## config.mk

```make
export PLATFORM = sky130hd
export DESIGN_NAME = id_ex_stage_flat
export DESIGN_NICKNAME = d
export VERILOG_FILES = /design/src/rtl/id_ex_stage_pkg.sv /design/src/rtl/id_ex_stage_if.sv /design/src/rtl/id_ex_stage_fwd_resolve.sv /design/src/rtl/id_ex_stage.sv /design/src/flat_wrapper.sv
export SDC_FILE = /design/constraint.sdc
export NUM_CORES = 1
export LEC_CHECK = 0
export BUFFER_PORTS_ARGS = -buffer_cell sky130_fd_sc_hd__buf_4
export CAP_MARGIN = 25
export CORE_AREA = 5 5 168 170
export DETAILED_ROUTE_END_ITERATION = 16
export DIE_AREA = 0 0 173 175
export GPL_TIMING_DRIVEN = 0
export PLACE_DENSITY = 0.66
export SLEW_MARGIN = 10
export SYNTH_ARGS = -nofsm -noshare
export SYNTH_HDL_FRONTEND = slang
export SYNTH_SLANG_ARGS = --single-unit
```

## constraint.sdc

```tcl
create_clock -name clk -period 2.04 [get_ports clk]
set_input_delay 0.306 -clock clk [delete_from_list [all_inputs] [get_ports clk]]
set_output_delay 0.306 -clock clk [all_outputs]
set_load 0.01 [all_outputs]
```

## src/rtl/id_ex_stage_pkg.sv

```systemverilog
// Shared types and constants for the ID/EX operand stage: forward-select
// encoding, datapath widths and the ID/EX pipeline register layout.
package id_ex_stage_pkg;

  localparam int XLEN   = 32;
  localparam int CTRL_W = 16;

  typedef enum logic [1:0] {
    FWD_NONE  = 2'd0,
    FWD_EXMEM = 2'd1,
    FWD_MEMWB = 2'd2
  } fwd_sel_e;

  typedef struct packed {
    logic              valid;
    logic [XLEN-1:0]   pc;
    logic [XLEN-1:0]   rs1_val;
    logic [XLEN-1:0]   rs2_val;
    logic [XLEN-1:0]   imm;
    logic [4:0]        rd;
    logic [CTRL_W-1:0] ctrl;
    logic              reg_write;
    logic              is_load;
    fwd_sel_e          fwd_a;
    fwd_sel_e          fwd_b;
  } id_ex_reg_t;

  localparam id_ex_reg_t ID_EX_BUBBLE = '0;

  // x0 is hardwired, so a source naming it never needs a bypass.
  function automatic logic src_live(input logic valid, input logic uses, input logic [4:0] rs);
    return valid && uses && (rs != 5'd0);
  endfunction

endpackage

```

## src/rtl/id_ex_stage_if.sv

```systemverilog
// Decoded-instruction bus from IF/ID into the operand stage, plus the stall
// that freezes PC and IF/ID.
interface id_ex_stage_if;
  import id_ex_stage_pkg::*;

  // id_valid qualifies the id_* fields; while id_stall=1 the stage does not
  // consume them and the producer must present the same instruction again.
  logic              id_valid;
  logic [XLEN-1:0]   id_pc;
  logic [4:0]        id_rs1;
  logic [4:0]        id_rs2;
  logic [4:0]        id_rd;
  logic [XLEN-1:0]   id_imm;
  logic [CTRL_W-1:0] id_ctrl;
  logic              id_uses_rs1;
  logic              id_uses_rs2;
  logic              id_reg_write;
  logic              id_is_load;
  logic              id_stall;

  modport master (
    output id_valid, id_pc, id_rs1, id_rs2, id_rd, id_imm, id_ctrl,
           id_uses_rs1, id_uses_rs2, id_reg_write, id_is_load,
    input  id_stall
  );

  modport slave (
    input  id_valid, id_pc, id_rs1, id_rs2, id_rd, id_imm, id_ctrl,
           id_uses_rs1, id_uses_rs2, id_reg_write, id_is_load,
    output id_stall
  );

endinterface

```

## src/rtl/id_ex_stage_fwd_resolve.sv

```systemverilog
// Per-source operand resolution: picks the freshest producer among EX, MEM
// and WB for one register read, or flags a load-use hazard.
module fwd_resolve
  import id_ex_stage_pkg::*;
(
  input  logic            live,
  input  logic [4:0]      rs,
  input  logic [XLEN-1:0] rf_val,
  input  logic            ex_valid,
  input  logic            ex_reg_write,
  input  logic            ex_is_load,
  input  logic [4:0]      ex_rd,
  input  logic [4:0]      mem_rd,
  input  logic            mem_reg_write,
  input  logic            mem_is_load,
  input  logic [XLEN-1:0] mem_result,
  input  logic [4:0]      wb_rd,
  input  logic            wb_reg_write,
  input  logic [XLEN-1:0] wb_data,
  output logic [XLEN-1:0] val,
  output fwd_sel_e        fwd,
  output logic            hazard
);

  logic ex_hit;
  logic mem_hit;
  logic wb_hit;

  // Liveness already excludes rs=0, so rd=0 producers can never match.
  assign ex_hit  = live && ex_valid && ex_reg_write && (ex_rd == rs);
  assign mem_hit = live && mem_reg_write && (mem_rd == rs);
  assign wb_hit  = live && wb_reg_write && (wb_rd == rs);

  always_comb begin
    val    = rf_val;
    fwd    = FWD_NONE;
    hazard = 1'b0;
    if (ex_hit) begin
      if (ex_is_load) hazard = 1'b1;
      else            fwd    = FWD_EXMEM;
    end else if (mem_hit) begin
      if (mem_is_load) fwd = FWD_MEMWB;
      else             val = mem_result;
    end else if (wb_hit) begin
      val = wb_data;
    end
  end

endmodule

```

## src/rtl/id_ex_stage.sv

```systemverilog
// Decode-side operand stage: register-file addressing, MEM/WB bypass,
// load-use stall detection and the ID/EX pipeline register.
module id_ex_stage
  import id_ex_stage_pkg::*;
(
  input  logic              clk,
  input  logic              rst,
  id_ex_stage_if.slave      id,
  output logic [4:0]        rf_a1,
  output logic [4:0]        rf_a2,
  input  logic [XLEN-1:0]   rf_rd1,
  input  logic [XLEN-1:0]   rf_rd2,
  input  logic [4:0]        mem_rd,
  input  logic              mem_reg_write,
  input  logic              mem_is_load,
  input  logic [XLEN-1:0]   mem_result,
  input  logic [4:0]        wb_rd,
  input  logic              wb_reg_write,
  input  logic [XLEN-1:0]   wb_data,
  input  logic              ex_flush,
  input  logic              ex_hold,
  output logic              ex_valid,
  output logic [XLEN-1:0]   ex_pc,
  output logic [XLEN-1:0]   ex_rs1_val,
  output logic [XLEN-1:0]   ex_rs2_val,
  output logic [XLEN-1:0]   ex_imm,
  output logic [4:0]        ex_rd,
  output logic [CTRL_W-1:0] ex_ctrl,
  output logic              ex_reg_write,
  output logic              ex_is_load,
  output logic [1:0]        ex_fwd_a,
  output logic [1:0]        ex_fwd_b,
  output logic [31:0]       lu_stall_cnt
);

  id_ex_reg_t      ex_q;
  id_ex_reg_t      ex_d;
  logic [31:0]     cnt_q;
  logic            cnt_inc;
  logic [XLEN-1:0] val_a;
  logic [XLEN-1:0] val_b;
  fwd_sel_e        fwd_a;
  fwd_sel_e        fwd_b;
  logic            haz_a;
  logic            haz_b;
  logic            hazard;

  assign rf_a1 = id.id_rs1;
  assign rf_a2 = id.id_rs2;

  fwd_resolve u_res_a (
    .live          (src_live(id.id_valid, id.id_uses_rs1, id.id_rs1)),
    .rs            (id.id_rs1),
    .rf_val        (rf_rd1),
    .ex_valid      (ex_q.valid),
    .ex_reg_write  (ex_q.reg_write),
    .ex_is_load    (ex_q.is_load),
    .ex_rd         (ex_q.rd),
    .mem_rd        (mem_rd),
    .mem_reg_write (mem_reg_write),
    .mem_is_load   (mem_is_load),
    .mem_result    (mem_result),
    .wb_rd         (wb_rd),
    .wb_reg_write  (wb_reg_write),
    .wb_data       (wb_data),
    .val           (val_a),
    .fwd           (fwd_a),
    .hazard        (haz_a)
  );

  fwd_resolve u_res_b (
    .live          (src_live(id.id_valid, id.id_uses_rs2, id.id_rs2)),
    .rs            (id.id_rs2),
    .rf_val        (rf_rd2),
    .ex_valid      (ex_q.valid),
    .ex_reg_write  (ex_q.reg_write),
    .ex_is_load    (ex_q.is_load),
    .ex_rd         (ex_q.rd),
    .mem_rd        (mem_rd),
    .mem_reg_write (mem_reg_write),
    .mem_is_load   (mem_is_load),
    .mem_result    (mem_result),
    .wb_rd         (wb_rd),
    .wb_reg_write  (wb_reg_write),
    .wb_data       (wb_data),
    .val           (val_b),
    .fwd           (fwd_b),
    .hazard        (haz_b)
  );

  // Both sources waiting on the same load still cost a single stall cycle.
  assign hazard      = haz_a || haz_b;
  assign id.id_stall = !ex_flush && (ex_hold || hazard);

  // Priority: flush > hold > load-use bubble > normal advance.
  always_comb begin
    ex_d    = ex_q;
    cnt_inc = 1'b0;
    if (ex_flush) begin
      ex_d = ID_EX_BUBBLE;
    end else if (ex_hold) begin
      ex_d = ex_q;
    end else if (hazard) begin
      ex_d    = ID_EX_BUBBLE;
      cnt_inc = 1'b1;
    end else if (!id.id_valid) begin
      ex_d = ID_EX_BUBBLE;
    end else begin
      ex_d.valid     = 1'b1;
      ex_d.pc        = id.id_pc;
      ex_d.rs1_val   = val_a;
      ex_d.rs2_val   = val_b;
      ex_d.imm       = id.id_imm;
      ex_d.rd        = id.id_rd;
      ex_d.ctrl      = id.id_ctrl;
      ex_d.reg_write = id.id_reg_write;
      ex_d.is_load   = id.id_is_load;
      ex_d.fwd_a     = fwd_a;
      ex_d.fwd_b     = fwd_b;
    end
  end

  always_ff @(posedge clk) begin
    if (rst) begin
      ex_q  <= ID_EX_BUBBLE;
      cnt_q <= 32'd0;
    end else begin
      ex_q <= ex_d;
      if (cnt_inc) cnt_q <= cnt_q + 32'd1;
    end
  end

  assign ex_valid     = ex_q.valid;
  assign ex_pc        = ex_q.pc;
  assign ex_rs1_val   = ex_q.rs1_val;
  assign ex_rs2_val   = ex_q.rs2_val;
  assign ex_imm       = ex_q.imm;
  assign ex_rd        = ex_q.rd;
  assign ex_ctrl      = ex_q.ctrl;
  assign ex_reg_write = ex_q.reg_write;
  assign ex_is_load   = ex_q.is_load;
  assign ex_fwd_a     = ex_q.fwd_a;
  assign ex_fwd_b     = ex_q.fwd_b;
  assign lu_stall_cnt = cnt_q;

endmodule

```

## src/flat_wrapper.sv

```systemverilog
// flat-port wrapper written by rule: the top's interface ports become plain ports
module id_ex_stage_flat import id_ex_stage_pkg::*;
  (clk, rst, rf_a1, rf_a2, rf_rd1, rf_rd2, mem_rd, mem_reg_write, mem_is_load, mem_result, wb_rd, wb_reg_write, wb_data, ex_flush, ex_hold, ex_valid, ex_pc, ex_rs1_val, ex_rs2_val, ex_imm, ex_rd, ex_ctrl, ex_reg_write, ex_is_load, ex_fwd_a, ex_fwd_b, lu_stall_cnt, id_id_valid, id_id_pc, id_id_rs1, id_id_rs2, id_id_rd, id_id_imm, id_id_ctrl, id_id_uses_rs1, id_id_uses_rs2, id_id_reg_write, id_id_is_load, id_id_stall);
  id_ex_stage_if id_i ();
  input  logic clk;
  input  logic rst;
  output logic [4:0] rf_a1;
  output logic [4:0] rf_a2;
  input  logic [XLEN-1:0] rf_rd1;
  input  logic [XLEN-1:0] rf_rd2;
  input  logic [4:0] mem_rd;
  input  logic mem_reg_write;
  input  logic mem_is_load;
  input  logic [XLEN-1:0] mem_result;
  input  logic [4:0] wb_rd;
  input  logic wb_reg_write;
  input  logic [XLEN-1:0] wb_data;
  input  logic ex_flush;
  input  logic ex_hold;
  output logic ex_valid;
  output logic [XLEN-1:0] ex_pc;
  output logic [XLEN-1:0] ex_rs1_val;
  output logic [XLEN-1:0] ex_rs2_val;
  output logic [XLEN-1:0] ex_imm;
  output logic [4:0] ex_rd;
  output logic [CTRL_W-1:0] ex_ctrl;
  output logic ex_reg_write;
  output logic ex_is_load;
  output logic [1:0] ex_fwd_a;
  output logic [1:0] ex_fwd_b;
  output logic [31:0] lu_stall_cnt;
  input wire logic [$bits(id_i.id_valid)-1:0] id_id_valid;
  input wire logic [$bits(id_i.id_pc)-1:0] id_id_pc;
  input wire logic [$bits(id_i.id_rs1)-1:0] id_id_rs1;
  input wire logic [$bits(id_i.id_rs2)-1:0] id_id_rs2;
  input wire logic [$bits(id_i.id_rd)-1:0] id_id_rd;
  input wire logic [$bits(id_i.id_imm)-1:0] id_id_imm;
  input wire logic [$bits(id_i.id_ctrl)-1:0] id_id_ctrl;
  input wire logic [$bits(id_i.id_uses_rs1)-1:0] id_id_uses_rs1;
  input wire logic [$bits(id_i.id_uses_rs2)-1:0] id_id_uses_rs2;
  input wire logic [$bits(id_i.id_reg_write)-1:0] id_id_reg_write;
  input wire logic [$bits(id_i.id_is_load)-1:0] id_id_is_load;
  output wire logic [$bits(id_i.id_stall)-1:0] id_id_stall;
  assign id_i.id_valid = id_id_valid;
  assign id_i.id_pc = id_id_pc;
  assign id_i.id_rs1 = id_id_rs1;
  assign id_i.id_rs2 = id_id_rs2;
  assign id_i.id_rd = id_id_rd;
  assign id_i.id_imm = id_id_imm;
  assign id_i.id_ctrl = id_id_ctrl;
  assign id_i.id_uses_rs1 = id_id_uses_rs1;
  assign id_i.id_uses_rs2 = id_id_uses_rs2;
  assign id_i.id_reg_write = id_id_reg_write;
  assign id_i.id_is_load = id_id_is_load;
  assign id_id_stall = id_i.id_stall;
  id_ex_stage u_core (.clk(clk), .rst(rst), .id(id_i), .rf_a1(rf_a1), .rf_a2(rf_a2), .rf_rd1(rf_rd1), .rf_rd2(rf_rd2), .mem_rd(mem_rd), .mem_reg_write(mem_reg_write), .mem_is_load(mem_is_load), .mem_result(mem_result), .wb_rd(wb_rd), .wb_reg_write(wb_reg_write), .wb_data(wb_data), .ex_flush(ex_flush), .ex_hold(ex_hold), .ex_valid(ex_valid), .ex_pc(ex_pc), .ex_rs1_val(ex_rs1_val), .ex_rs2_val(ex_rs2_val), .ex_imm(ex_imm), .ex_rd(ex_rd), .ex_ctrl(ex_ctrl), .ex_reg_write(ex_reg_write), .ex_is_load(ex_is_load), .ex_fwd_a(ex_fwd_a), .ex_fwd_b(ex_fwd_b), .lu_stall_cnt(lu_stall_cnt));
endmodule
```

==> impl_metrics.py <==
metrics = {
    "outcome": {
        "outcome": "finished with violations",
        "violations": "setup timing",
    },
    "critical_path": {
        "r2r-start": "u_core.ex_rd[1]$_SDFFE_PP0N_",
        "cp_max_fo": 10,
        "startpoint": "u_core.ex_rd[1]$_SDFFE_PP0N_",
        "crit_type": "reg -> reg",
        "startpoint_type": "flip-flop",
        "crit_path_end_kind": "flip-flop",
        "cp.required_ns": 2.42,
        "cp.arrival_ns": 2.68,
    },
    "timing": {
        "whs_ns": 0.0594,
        "rsz0062_at_grt": "yes",
        "finClkSkew_ns": 0.0218,
        "tightest_slew_ns": 0.633,
        "final_hold_viol_count": 0,
        "relSlewSlack_pct": 57.8,
        "setup_tns_ns": -21.18,
        "clock.fmax_mhz": 434,
        "final_max_slew_viol_count": 0,
        "fin_crit_sh_pct": 113,
        "fin_crit_ns": 2.30,
        "setup-violations-final": 173,
        "fin_ws_ns": -0.265,
    },
    "power": {
        "pwr-share-clk_pct": 42.8,
        "total_power_uw": 8830,
        "p_sw_share_pct": 29.8,
        "p_int_uw": 6200,
        "p_comb_share_pct": 14.5,
        "powerDensity_nw_per_um2": 577,
        "peakVddDrop_v": 0.000533,
        "pwr-share-seq_pct": 42.7,
        "p_switching_uw": 2630,
        "p_leak_uw": 0.00641,
    },
    "route": {
        "drt_iter0_drc": 726,
        "drc_errors": 0,
        "dr.pass1.iters": 5,
        "route.vias.total": 10003,
        "routed_via_density": 5.34,
        "route.final.wire_length_microns": 41000,
        "postRouteAntennaNets": 0,
        "routedWlPerCell_microns": 21.9,
    },
    "global_route": {
        "grt_max_degree": 26,
        "first_global_vias": 10203,
        "grtUsageTotal_pct": 25.5,
        "antenna_found_initial": 0,
        "grt_first_pass_wirelength_microns": 60700,
        "grt_overflow": 0,
    },
    "cts": {
        "cts_sinks": 188,
        "cts_inserted_buffers": 17,
        "cts.clk_slew.worst_paths_ns": 0.10,
        "cts_tree": "done",
        "cts_root_buffer": "clkbuf_16",
        "clockBufferDepth": 2,
        "insertion_delay_ns": 0.45,
        "h-tree-depth": 4,
    },
    "finish": {
        "seq_area_sq_um": 3780,
        "drive_gt1_share_pct": 45.7,
        "fillerInstances": 2325,
        "final_cells": 1874,
        "n_antenna_cell": 0,
        "multi_input_area_sq_um": 5640,
        "fin_nets": 1766,
        "area_growth_pct": 62.8,
    },
    "floorplanning": {
        "placementRows": 60,
        "core-area_sq_um": 26600,
        "io_pins": 444,
        "die_x_microns": 173,
        "initial_core_util_pct": 35.4,
        "die_area_sq_um": 30300,
        "die_h_microns": 175,
    },
    "synth": {
        "avgSynthCellArea_sq_um": 9.32,
        "synth_top_area_share_pct": 40.0,
        "ys_top_cells_by_area": "dfxtp_1 (40%), o31ai_4 (11%), a22o_1 (8.1%)",
        "synth_top_area_cell": "dfxtp_1",
        "syn-num-nets": 1255,
        "yosysSeqAreaShare_pct": 40.0,
        "synth_area_sq_um": 9400,
        "yosysWarnings": 0,
        "synth_cell_types": 52,
        "ys_ff_latch": 188,
        "syn_inst": 1009,
    },
    "placed_design": {
        "dp.cells": 1791,
        "dpl.hpwl_microns": 30600,
        "gp_congestion": 0.894,
        "portBuffers": 441,
        "dp_slack_ns": -0.872,
    },
    "min_path": {
        "min_from": "id_id_pc[12]",
        "hp-class": "in -> reg",
    },
    "run": {
        "drv_cap": 0,
    },
}
[worst max-delay path: stages (launching register included)]
cell	delay, ns
dfxtp_4	0.38
xor2_4	0.15
nor4_4	0.35
nand4_4	0.17
buf_4	0.19
buf_12	0.13
a211o_1	0.27
clkbuf_8	0.17
or3_1	0.30
a21oi_1	0.13
[power by group through the flow]
stage	Clock (uW)	Combinational (uW)	Sequential, uW
6_report	3780	1280	3770
5_1_grt	3980	1360	3780
4_1_cts	3840	1260	3770
3_5_place_dp	0	1160	3850
3_3_place_gp	0	1150	3850
2_1_floorplan	0	457	3880
[cell usage after synthesis, drive strengths merged]
cell type,instances
a21oi,74
o21ai,8
or4,1
nor3b,2
mux2i,3
a22o,87
and4,1
or2,3
a21boi,2
nor4,6
nand3,14
or3,6
o31ai,63
nand4,11
a2111oi,11
o211ai,1
nand3b,2
o22ai,63
a21bo,1
ha,1
nand2,80
nor2b,64
nor2,132
dfxtp,188
a2bb2oi,1
a31o,1
xor2,26
nor3,6
nand2b,3
buf,28
a32o,1
clkbuf,63
xnor2,29
and3,3
inv,7
a22oi,1
o21a,1
a211o,1
a211oi,12
and2,2
[worst paths after layout]
kind	to	slack, ns	cells after the start
worst max-delay path	u_core.lu_stall_cnt[24]$_SDFFE_PP0P_	-0.26	9
worst min-delay path	u_core.ex_pc[12]$_SDFFE_PP0N_	0.06	2
worst max register to register	u_core.lu_stall_cnt[24]$_SDFFE_PP0P_	-0.26	9
worst min register to register	u_core.ex_rs2_val[30]$_SDFFE_PP0N_	0.47	2
[metal layers]
metal	wire length, microns	track usage [%]	up-vias
met4	1580	10.1	0
met2	19500	43.0	483
li1	-	-	4660
met5	0	0	-
met1	16700	31.3	4763
met3	3120	6.60	97
[logic make-up after synthesis]
group                    Yosys count  share of synthesized area, %
AO/OA/AOI/OAI                    328                          32.1
XOR/XNOR                          55                          5.12
adder cells (fa/ha/maj)            1                         0.133
buffers and inverters             98                          5.36
flip-flops                       188                          40.0
multiplexers                       3                         0.319
AND/OR/NAND/NOR                  336                          16.9
[repair_timing]
| item | CTS | global route |
|---|---|---|
| setup buffers | 26 | 14 |
| setup endpoints to repair | 188 | 187 |
| hold buffers | 0 | 0 |
| gates cloned | 15 | 2 |
| gates resized for setup | 157 | 43 |
| pin swaps | 12 | 34 |
[cells in the final DEF (no fill, tap or decap), types with 4 or more instances in the layout]
master	synthesis	layout
a21oi_1	74	71
nand2_1	80	78
nor2_1	131	128
buf_12	4	8
clkbuf_1	63	32
nor3_1	6	6
dfxtp_1	188	183
o21ai_0	8	6
o31ai_4	48	49
clkbuf_8	0	8
clkbuf_16	0	20
clkbuf_4	0	9
o31ai_2	0	6
inv_12	0	6
o22ai_1	63	60
nor2b_1	64	64
buf_8	1	7
buf_6	1	17
inv_1	7	7
clkbuf_2	0	11
or3_1	6	6
buf_4	10	476
nand4_1	10	10
a211oi_2	0	10
clkinv_8	0	4
nor4_1	4	4
xor2_2	0	7
xnor2_1	29	29
a22o_1	87	87
o31ai_1	15	8
nand3_1	14	13
xor2_1	26	18
a2111oi_4	0	11
buf_16	0	10
[state kept, by name, summed over array words and instances, names as in the netlist]
signal               count
u_core.ex_fwd_b          2
u_core.ex_rd             5
u_core.ex_rs1_val       32
u_core.ex_reg_write      1
u_core.ex_is_load        1
u_core.lu_stall_cnt     32
u_core.ex_ctrl          16
u_core.ex_fwd_a          2
u_core.ex_valid          1
u_core.ex_pc            32
u_core.ex_imm           32
u_core.ex_rs2_val       32
[area by class of cell]
| type | instances | area share (%) |
|---|---|---|
| buffer | 87 | 4.91 |
| clock buffer | 17 | 2.78 |
| clock inverter | 15 | 1.60 |
| inverter | 7 | 0.172 |
| multi-input combinational | 723 | 36.8 |
| sequential | 188 | 24.7 |
| tap | 341 | 2.79 |
| timing repair buffer | 496 | 26.2 |
[per-stage QoR]
stage | area [sq um] | utilization (%)
floorplan | 9450 | -
global placement | 13200 | 49.6
detailed placement | 13200 | 49.6
CTS | 15000 | 56.6
global route | 15300 | 57.6
finish | 15300 | 57.6
Note: power is estimated with default switching activity, not from simulation.
